**config.mk**
```make
export PLATFORM = sky130hd
export DESIGN_NAME = stopwatch_mmss
export DESIGN_NICKNAME = d
export VERILOG_FILES = /design/src/rtl/stopwatch_mmss.sv
export SDC_FILE = /design/constraint.sdc
export NUM_CORES = 1
export LEC_CHECK = 0
export BUFFER_PORTS_ARGS = -buffer_cell sky130_fd_sc_hd__buf_2
export CORE_MARGIN = 4
export CORE_UTILIZATION = 55
export CTS_CLUSTER_DIAMETER = 40
export DETAILED_ROUTE_END_ITERATION = 7
export GPL_ROUTABILITY_DRIVEN = 0
export PLACE_DENSITY = 0.78
export SLEW_MARGIN = 20
export SYNTH_ARGS = -nofsm -noshare
export SYNTH_HDL_FRONTEND = slang
export SYNTH_SLANG_ARGS = --single-unit
```
**constraint.sdc**
```tcl
create_clock -name clk_50 -period 2.2 [get_ports clk_50]
set_clock_uncertainty 0.2 [all_clocks]
set_input_delay 0.44 -clock clk_50 [delete_from_list [all_inputs] [get_ports clk_50]]
set_output_delay 0.44 -clock clk_50 [all_outputs]
set_load 0.02 [all_outputs]
```
**src/rtl/stopwatch_mmss.sv**
```systemverilog
// stopwatch_mmss - MM:SS stopwatch (00:00 .. 59:59) with start/pause/clear control.
//
// A programmable prescaler produces one tick every TICK_DIV clocks while running.
// Four cascaded BCD counters advance on each tick. Pushbuttons are synchronised
// and edge-detected into one-cycle pulses. Four decoders drive active-low
// 7-segment patterns {g,f,e,d,c,b,a}.
//
// Optional feature: define STOPWATCH_LAP_EN to enable the lap-hold display freeze.
// Without it, lap is ignored and hold is tied low.
//
// Ports:
//   clk_50      system clock, rising edge
//   rst         asynchronous reset, active-low
//   start_stop  pushbutton level; a rising edge toggles run/pause or starts from idle
//   clear       pushbutton level; a rising edge zeroes the count in IDLE/PAUSE
//   lap         pushbutton level; a rising edge freezes/releases the display
//   running     high while in RUN (registered)
//   hold        high while the display is frozen (registered)
//   wrapped     sticky rollover flag from 59:59 to 00:00 (registered)
//   OUT_M10/OUT_M1/OUT_S10/OUT_S1  7-segment patterns, active-low
module stopwatch_mmss #(
  parameter int TICK_DIV = 50_000_000
) (
  input  logic       clk_50,
  input  logic       rst,
  input  logic       start_stop,
  input  logic       clear,
  input  logic       lap,
  output logic       running,
  output logic       hold,
  output logic       wrapped,
  output logic [6:0] OUT_M10,
  output logic [6:0] OUT_M1,
  output logic [6:0] OUT_S10,
  output logic [6:0] OUT_S1
);

  localparam int PW = (TICK_DIV > 2) ? $clog2(TICK_DIV) : 1;
  localparam logic [PW-1:0] PRESC_MAX = PW'(TICK_DIV - 1);

  typedef enum logic [1:0] {IDLE, RUN, PAUSE} state_t;

  function automatic logic [6:0] seg7(input logic [3:0] d);
    case (d)
      4'd0:    seg7 = 7'b1000000;
      4'd1:    seg7 = 7'b1111001;
      4'd2:    seg7 = 7'b0100100;
      4'd3:    seg7 = 7'b0110000;
      4'd4:    seg7 = 7'b0011001;
      4'd5:    seg7 = 7'b0010010;
      4'd6:    seg7 = 7'b0000010;
      4'd7:    seg7 = 7'b1111000;
      4'd8:    seg7 = 7'b0000000;
      4'd9:    seg7 = 7'b0010000;
      default: seg7 = 7'b1111111;
    endcase
  endfunction

`ifdef STOPWATCH_LAP_EN
  localparam int NB = 3;
  logic [NB-1:0] btn;
  assign btn = {lap, clear, start_stop};
`else
  localparam int NB = 2;
  logic [NB-1:0] btn;
  logic          unused_lap;
  assign btn        = {clear, start_stop};
  assign unused_lap = lap;
`endif

  logic [NB-1:0] btn_p0, btn_p1, btn_p2, btn_pulse;
  logic          ss_evt, clr_evt;
  state_t        state_q, state_d;
  logic          clr_act;
  logic [PW-1:0] presc;
  logic          tick;
  logic [3:0]    dig_s1, dig_s10, dig_m1, dig_m10;
  logic [3:0]    disp_s1, disp_s10, disp_m1, disp_m10;
  logic          s1_top, s10_top, m1_top, m10_top;

  // Stage p0/p1: two-flop synchroniser; p2 and pulse: registered rising-edge detect
  always_ff @(posedge clk_50 or negedge rst) begin
    if (!rst) begin
      btn_p0    <= '0;
      btn_p1    <= '0;
      btn_p2    <= '0;
      btn_pulse <= '0;
    end else begin
      btn_p0    <= btn;
      btn_p1    <= btn_p0;
      btn_p2    <= btn_p1;
      btn_pulse <= btn_p1 & ~btn_p2;
    end
  end

  assign ss_evt  = btn_pulse[0];
  assign clr_evt = btn_pulse[1];

  // Control: state register
  always_ff @(posedge clk_50 or negedge rst) begin
    if (!rst) begin
      state_q <= IDLE;
      running <= 1'b0;
    end else begin
      state_q <= state_d;
      running <= (state_d == RUN);
    end
  end

  // In RUN, start_stop always wins and clear is dropped; elsewhere clear wins.
  always_comb begin
    state_d = state_q;
    clr_act = 1'b0;
    case (state_q)
      IDLE: begin
        if (clr_evt)     clr_act = 1'b1;
        else if (ss_evt) state_d = RUN;
      end
      RUN: begin
        if (ss_evt) state_d = PAUSE;
      end
      PAUSE: begin
        if (clr_evt) begin
          clr_act = 1'b1;
          state_d = IDLE;
        end else if (ss_evt) begin
          state_d = RUN;
        end
      end
      default: state_d = IDLE;
    endcase
  end

  // Prescaler stage: holds its value outside RUN so a resumed second keeps its fraction
  always_ff @(posedge clk_50 or negedge rst) begin
    if (!rst) begin
      presc <= '0;
      tick  <= 1'b0;
    end else begin
      tick <= 1'b0;
      if (clr_act) begin
        presc <= '0;
      end else if (state_q == RUN) begin
        if (presc == PRESC_MAX) begin
          presc <= '0;
          tick  <= 1'b1;
        end else begin
          presc <= presc + 1'b1;
        end
      end
    end
  end

  assign s1_top  = (dig_s1  == 4'd9);
  assign s10_top = (dig_s10 == 4'd5);
  assign m1_top  = (dig_m1  == 4'd9);
  assign m10_top = (dig_m10 == 4'd5);

  // Digit stage: BCD cascade advanced by the registered tick
  always_ff @(posedge clk_50 or negedge rst) begin
    if (!rst) begin
      dig_s1  <= '0;
      dig_s10 <= '0;
      dig_m1  <= '0;
      dig_m10 <= '0;
      wrapped <= 1'b0;
    end else if (clr_act) begin
      dig_s1  <= '0;
      dig_s10 <= '0;
      dig_m1  <= '0;
      dig_m10 <= '0;
      wrapped <= 1'b0;
    end else if (tick) begin
      dig_s1 <= s1_top ? 4'd0 : dig_s1 + 4'd1;
      if (s1_top) begin
        dig_s10 <= s10_top ? 4'd0 : dig_s10 + 4'd1;
        if (s10_top) begin
          dig_m1 <= m1_top ? 4'd0 : dig_m1 + 4'd1;
          if (m1_top) begin
            dig_m10 <= m10_top ? 4'd0 : dig_m10 + 4'd1;
            if (m10_top) wrapped <= 1'b1;
          end
        end
      end
    end
  end

`ifdef STOPWATCH_LAP_EN
  logic       lap_evt;
  logic [3:0] lap_s1, lap_s10, lap_m1, lap_m10;

  assign lap_evt = btn_pulse[2];

  // Lap stage: first lap in RUN snapshots the live count; the next lap releases it
  always_ff @(posedge clk_50 or negedge rst) begin
    if (!rst) begin
      hold    <= 1'b0;
      lap_s1  <= '0;
      lap_s10 <= '0;
      lap_m1  <= '0;
      lap_m10 <= '0;
    end else if (clr_act) begin
      hold <= 1'b0;
    end else if (lap_evt) begin
      if (!hold && (state_q == RUN)) begin
        hold    <= 1'b1;
        lap_s1  <= dig_s1;
        lap_s10 <= dig_s10;
        lap_m1  <= dig_m1;
        lap_m10 <= dig_m10;
      end else if (hold && (state_q != IDLE)) begin
        hold <= 1'b0;
      end
    end
  end

  assign disp_s1  = hold ? lap_s1  : dig_s1;
  assign disp_s10 = hold ? lap_s10 : dig_s10;
  assign disp_m1  = hold ? lap_m1  : dig_m1;
  assign disp_m10 = hold ? lap_m10 : dig_m10;
`else
  assign hold     = 1'b0;
  assign disp_s1  = dig_s1;
  assign disp_s10 = dig_s10;
  assign disp_m1  = dig_m1;
  assign disp_m10 = dig_m10;
`endif

  assign OUT_S1  = seg7(disp_s1);
  assign OUT_S10 = seg7(disp_s10);
  assign OUT_M1  = seg7(disp_m1);
  assign OUT_M10 = seg7(disp_m10);

endmodule

```
==> run_results.csv <==
group,metric,value,unit
outcome,status,"finished clean",
synth,synthCells,415,
power,p_total,0.004313,W
synth,synth_commonest_cells,"dfrtp_1, nand2_1, nor2_1",
place,hpwl,5160,um
route,drc_errors,0,
floorplanning,die_h,87.67,um
hold_path,worstHoldPathType,"input port to register",
critical_path,startpoint,"dig_s10[1]$_DFFE_PN0P_",
critical_path,r2r_end,"presc[5]$_DFFE_PN0P_",
synth,synth-main-ff-cell,"dfrtp_1",
synth,synth_top_area_share,39.43,%
hold_path,hp-start,"clear",
critical_path,startpoint_type,"register",
clock_tree,cts.sinks,55,
clock_tree,cts_tree,"built",
critical_path,cp-end-kind,"primary output",
timing,max_freq,457.4,MHz
power,peakVddDrop,0.8899,mV
floorplanning,die_area,7686,um^2
route,via_count,3194,
hold_path,hold_depth,1,
global_route,grt_pass1_wl,12700,um
timing,finalCritPeriodShare,99.37,%
synth,netlist_area,3491,um^2
critical_path,worstSetupPathType,"register to primary output",
power,p_leak,1.940,nW
clock_tree,clock_latency,0.31,ns
critical_path,required,1.56,ns
synth,synth_most_common_cell,"dfrtp_1",
power,p_int,0.002470,W
synth,synth-seq-cells,55,
power,seq_power_share,31.0,%
critical_path,cp_max_fo,6,
critical_path,r2r-start,"presc[10]$_DFFE_PN0P_",
floorplanning,core-area,6026,um^2
route,final_antenna_net_count,0,
floorplanning,io_pins,36,
cells_and_area,drive_above_1_share,28.51,%
route,drt_iter0_markers,184,
critical_path,cp.arrival,1.55,ns
floorplanning,initial_core_util,57.93,%
synth,async_reset_ff_share,100.0,%
synth,synth.largest_area_cell,"dfrtp_1",
timing,hold_viol,0,
route,dr.pass1.iters,5,
global_route,antenna_found_initial,0,
timing,setup_viol,0,
timing,drv_slew,0,
floorplanning,die_x,87.67,um
global_route,grt_usage,20.40,%
power,p_per_area,1003,nW/um^2
power,clockPowerShare,15.4,%
power,p_switching,0.001843,W
global_route,grt_pass1_vias,2906,
critical_path,r2r_slack,0.16,ns
timing,rsz0062_at_grt,"yes",
synth,yosysWarnings,0,
clock_tree,clockBufferDepth,2,
synth,avgSynthCellArea,8.412,um^2
global_route,overflow,0,
clock_tree,clkTransAtPathRegs,0.09,ns
route,drt-total-wl,7731,um
critical_path,ff2ff_path_depth,5,
power,pwr-share-comb,53.6,%
synth,syn_nets,442,
timing,fin_crit,2.186,ns
run,maxCapViolations,0,
hold_path,worst_hold_path.endpoint,"btn_p0[1]$_DFF_PN0_",
cells_and_area,nets,503,
place,io_buffer_count,33,
global_route,grt_max_degree,56,
clock_tree,htreeDepth,2,
cells_and_area,synthToLayoutAreaGrowth,23.23,%
timing,holdWs,0.02769,ns
route,avgRoutedWirePerCell,14.01,um
timing,relSlewSlack,62.06,%
synth,synth-edff-count,0,
power,p_sw_share,42.74,%
route,via_per_inst,5.786,
synth,synthTopCellsByArea,"dfrtp_1, ha_1, nand2_1",
timing,tightestPinTransition,0.5679,ns
clock_tree,cts-root-buf,"clkbuf_8",
floorplanning,fp-row-count,28,
synth,synthDistinctLibCells,52,
synth,seq_area_frac_synth,39.43,%
clock_tree,numCtsBuffers,5,
cells_and_area,diodes,0,
critical path, stage by stage, from the launching register on:
cell and delay [ns]:
dfrtp_1 0.40, buf_4 0.16, ha_2 0.18, nand2b_4 0.15, a21oi_2 0.13, nor2_1 0.05, buf_4 0.16
state kept, by name, summed over array words and instances (netlist names):
register   cells
presc         26
state_q        2
dig_s10        4
btn_p2         2
dig_m1         4
wrapped        1
running        1
btn_pulse      2
dig_s1         4
dig_m10        4
btn_p0         2
tick           1
btn_p1         2
area by class of cell:
type | count | area [um^2]
clock buffer | 5 | 68.82
multi-input combinational | 325 | 2133
sequential | 55 | 1385
clock inverter | 3 | 43.79
tap | 75 | 93.84
timing repair buffer | 71 | 506.7
inverter | 18 | 70.07
fill | 462 | 1724
power groups by stage:
stage	registers, W	logic [W]	clock network (W)
after floorplan	0.00128	0.00134	0
after global placement	0.00132	0.00181	0
after detailed placement	0.00133	0.00187	0
after CTS	0.00132	0.00211	0.000680
after global routing	0.00136	0.00253	0.000719
final	0.00134	0.00231	0.000665
kinds of logic after synthesis:
kind of cell	Yosys count	synth area share (%)
and+or+nand+nor	180	25.84
AOI/OAI and AO/OA	108	18.17
DFF	55	39.43
buffers and inverters	36	5.089
adders and majority gates	22	7.885
xor gates and xnor gates	9	2.258
muxes	4	1.219
other	1	0.1074
worst max-delay path by stage:
stage | slack, ns | endpoint | cells past startpoint
after floorplan | 0.14 | dig_m10[2]$_DFFE_PN0P_ | 7
after global placement | 0.12 | presc[25]$_DFFE_PN0P_ | 5
after detailed placement | 0.08 | presc[5]$_DFFE_PN0P_ | 5
after CTS | 0.007 | OUT_S10[0] | 6
after global routing | -0.07 | OUT_S10[5] | 6
final | 0.01 | OUT_S10[5] | 6
metrics by stage:
step	utilization (%)	TNS, ns	area (um^2)	worst slack (ns)	std cells
after floorplan	-	0	3491	0.1422	415
after global placement	63.73	0	3840	0.1186	530
after detailed placement	63.73	0	3840	0.07602	530
after CTS	68.77	0	4144	0.007364	547
after global routing	71.39	-0.4281	4302	-0.07066	552
final	71.39	0	4302	0.01392	552
layout by cell type, fill, tap and decap left out, drive strengths merged, types with 2 or more instances in the layout:
cell	synthesis	final
a21oi	38	38
a22oi	2	2
a31oi	15	15
a41oi	3	3
and2	3	3
and3	4	4
and3b	2	2
and4	4	4
buf	10	70
clkbuf	8	5
clkinv	0	2
dfrtp	55	55
ha	22	22
inv	18	18
mux2	2	2
mux2i	2	2
nand2	53	53
nand2b	10	10
nand3	19	19
nand4	10	10
nor2	49	49
nor2b	6	6
nor3	8	8
nor4	3	3
o21ai	37	38
o31ai	3	3
or2	4	4
or3	2	2
xnor2	2	2
xor2	7	7
timing repair:
action | CTS | global route
hold endpoints to repair | 55 | 0
pin swaps | 10 | 8
gates cloned | 0 | 1
setup buffers | 8 | 4
resized for setup | 37 | 36
endpoints found under the setup margin | 17 | 34
hold buffers | 1 | 0
layer usage:
layer	wire length, um	GRT usage [%]	vias to the layer above
li1	-	-	1580
met1	3475	26.50	1514
met2	3751	34.25	80
met3	328	2.164	20
met4	175	9.484	0
met5	0	0	-
Power figures use the tool's default switching activity.
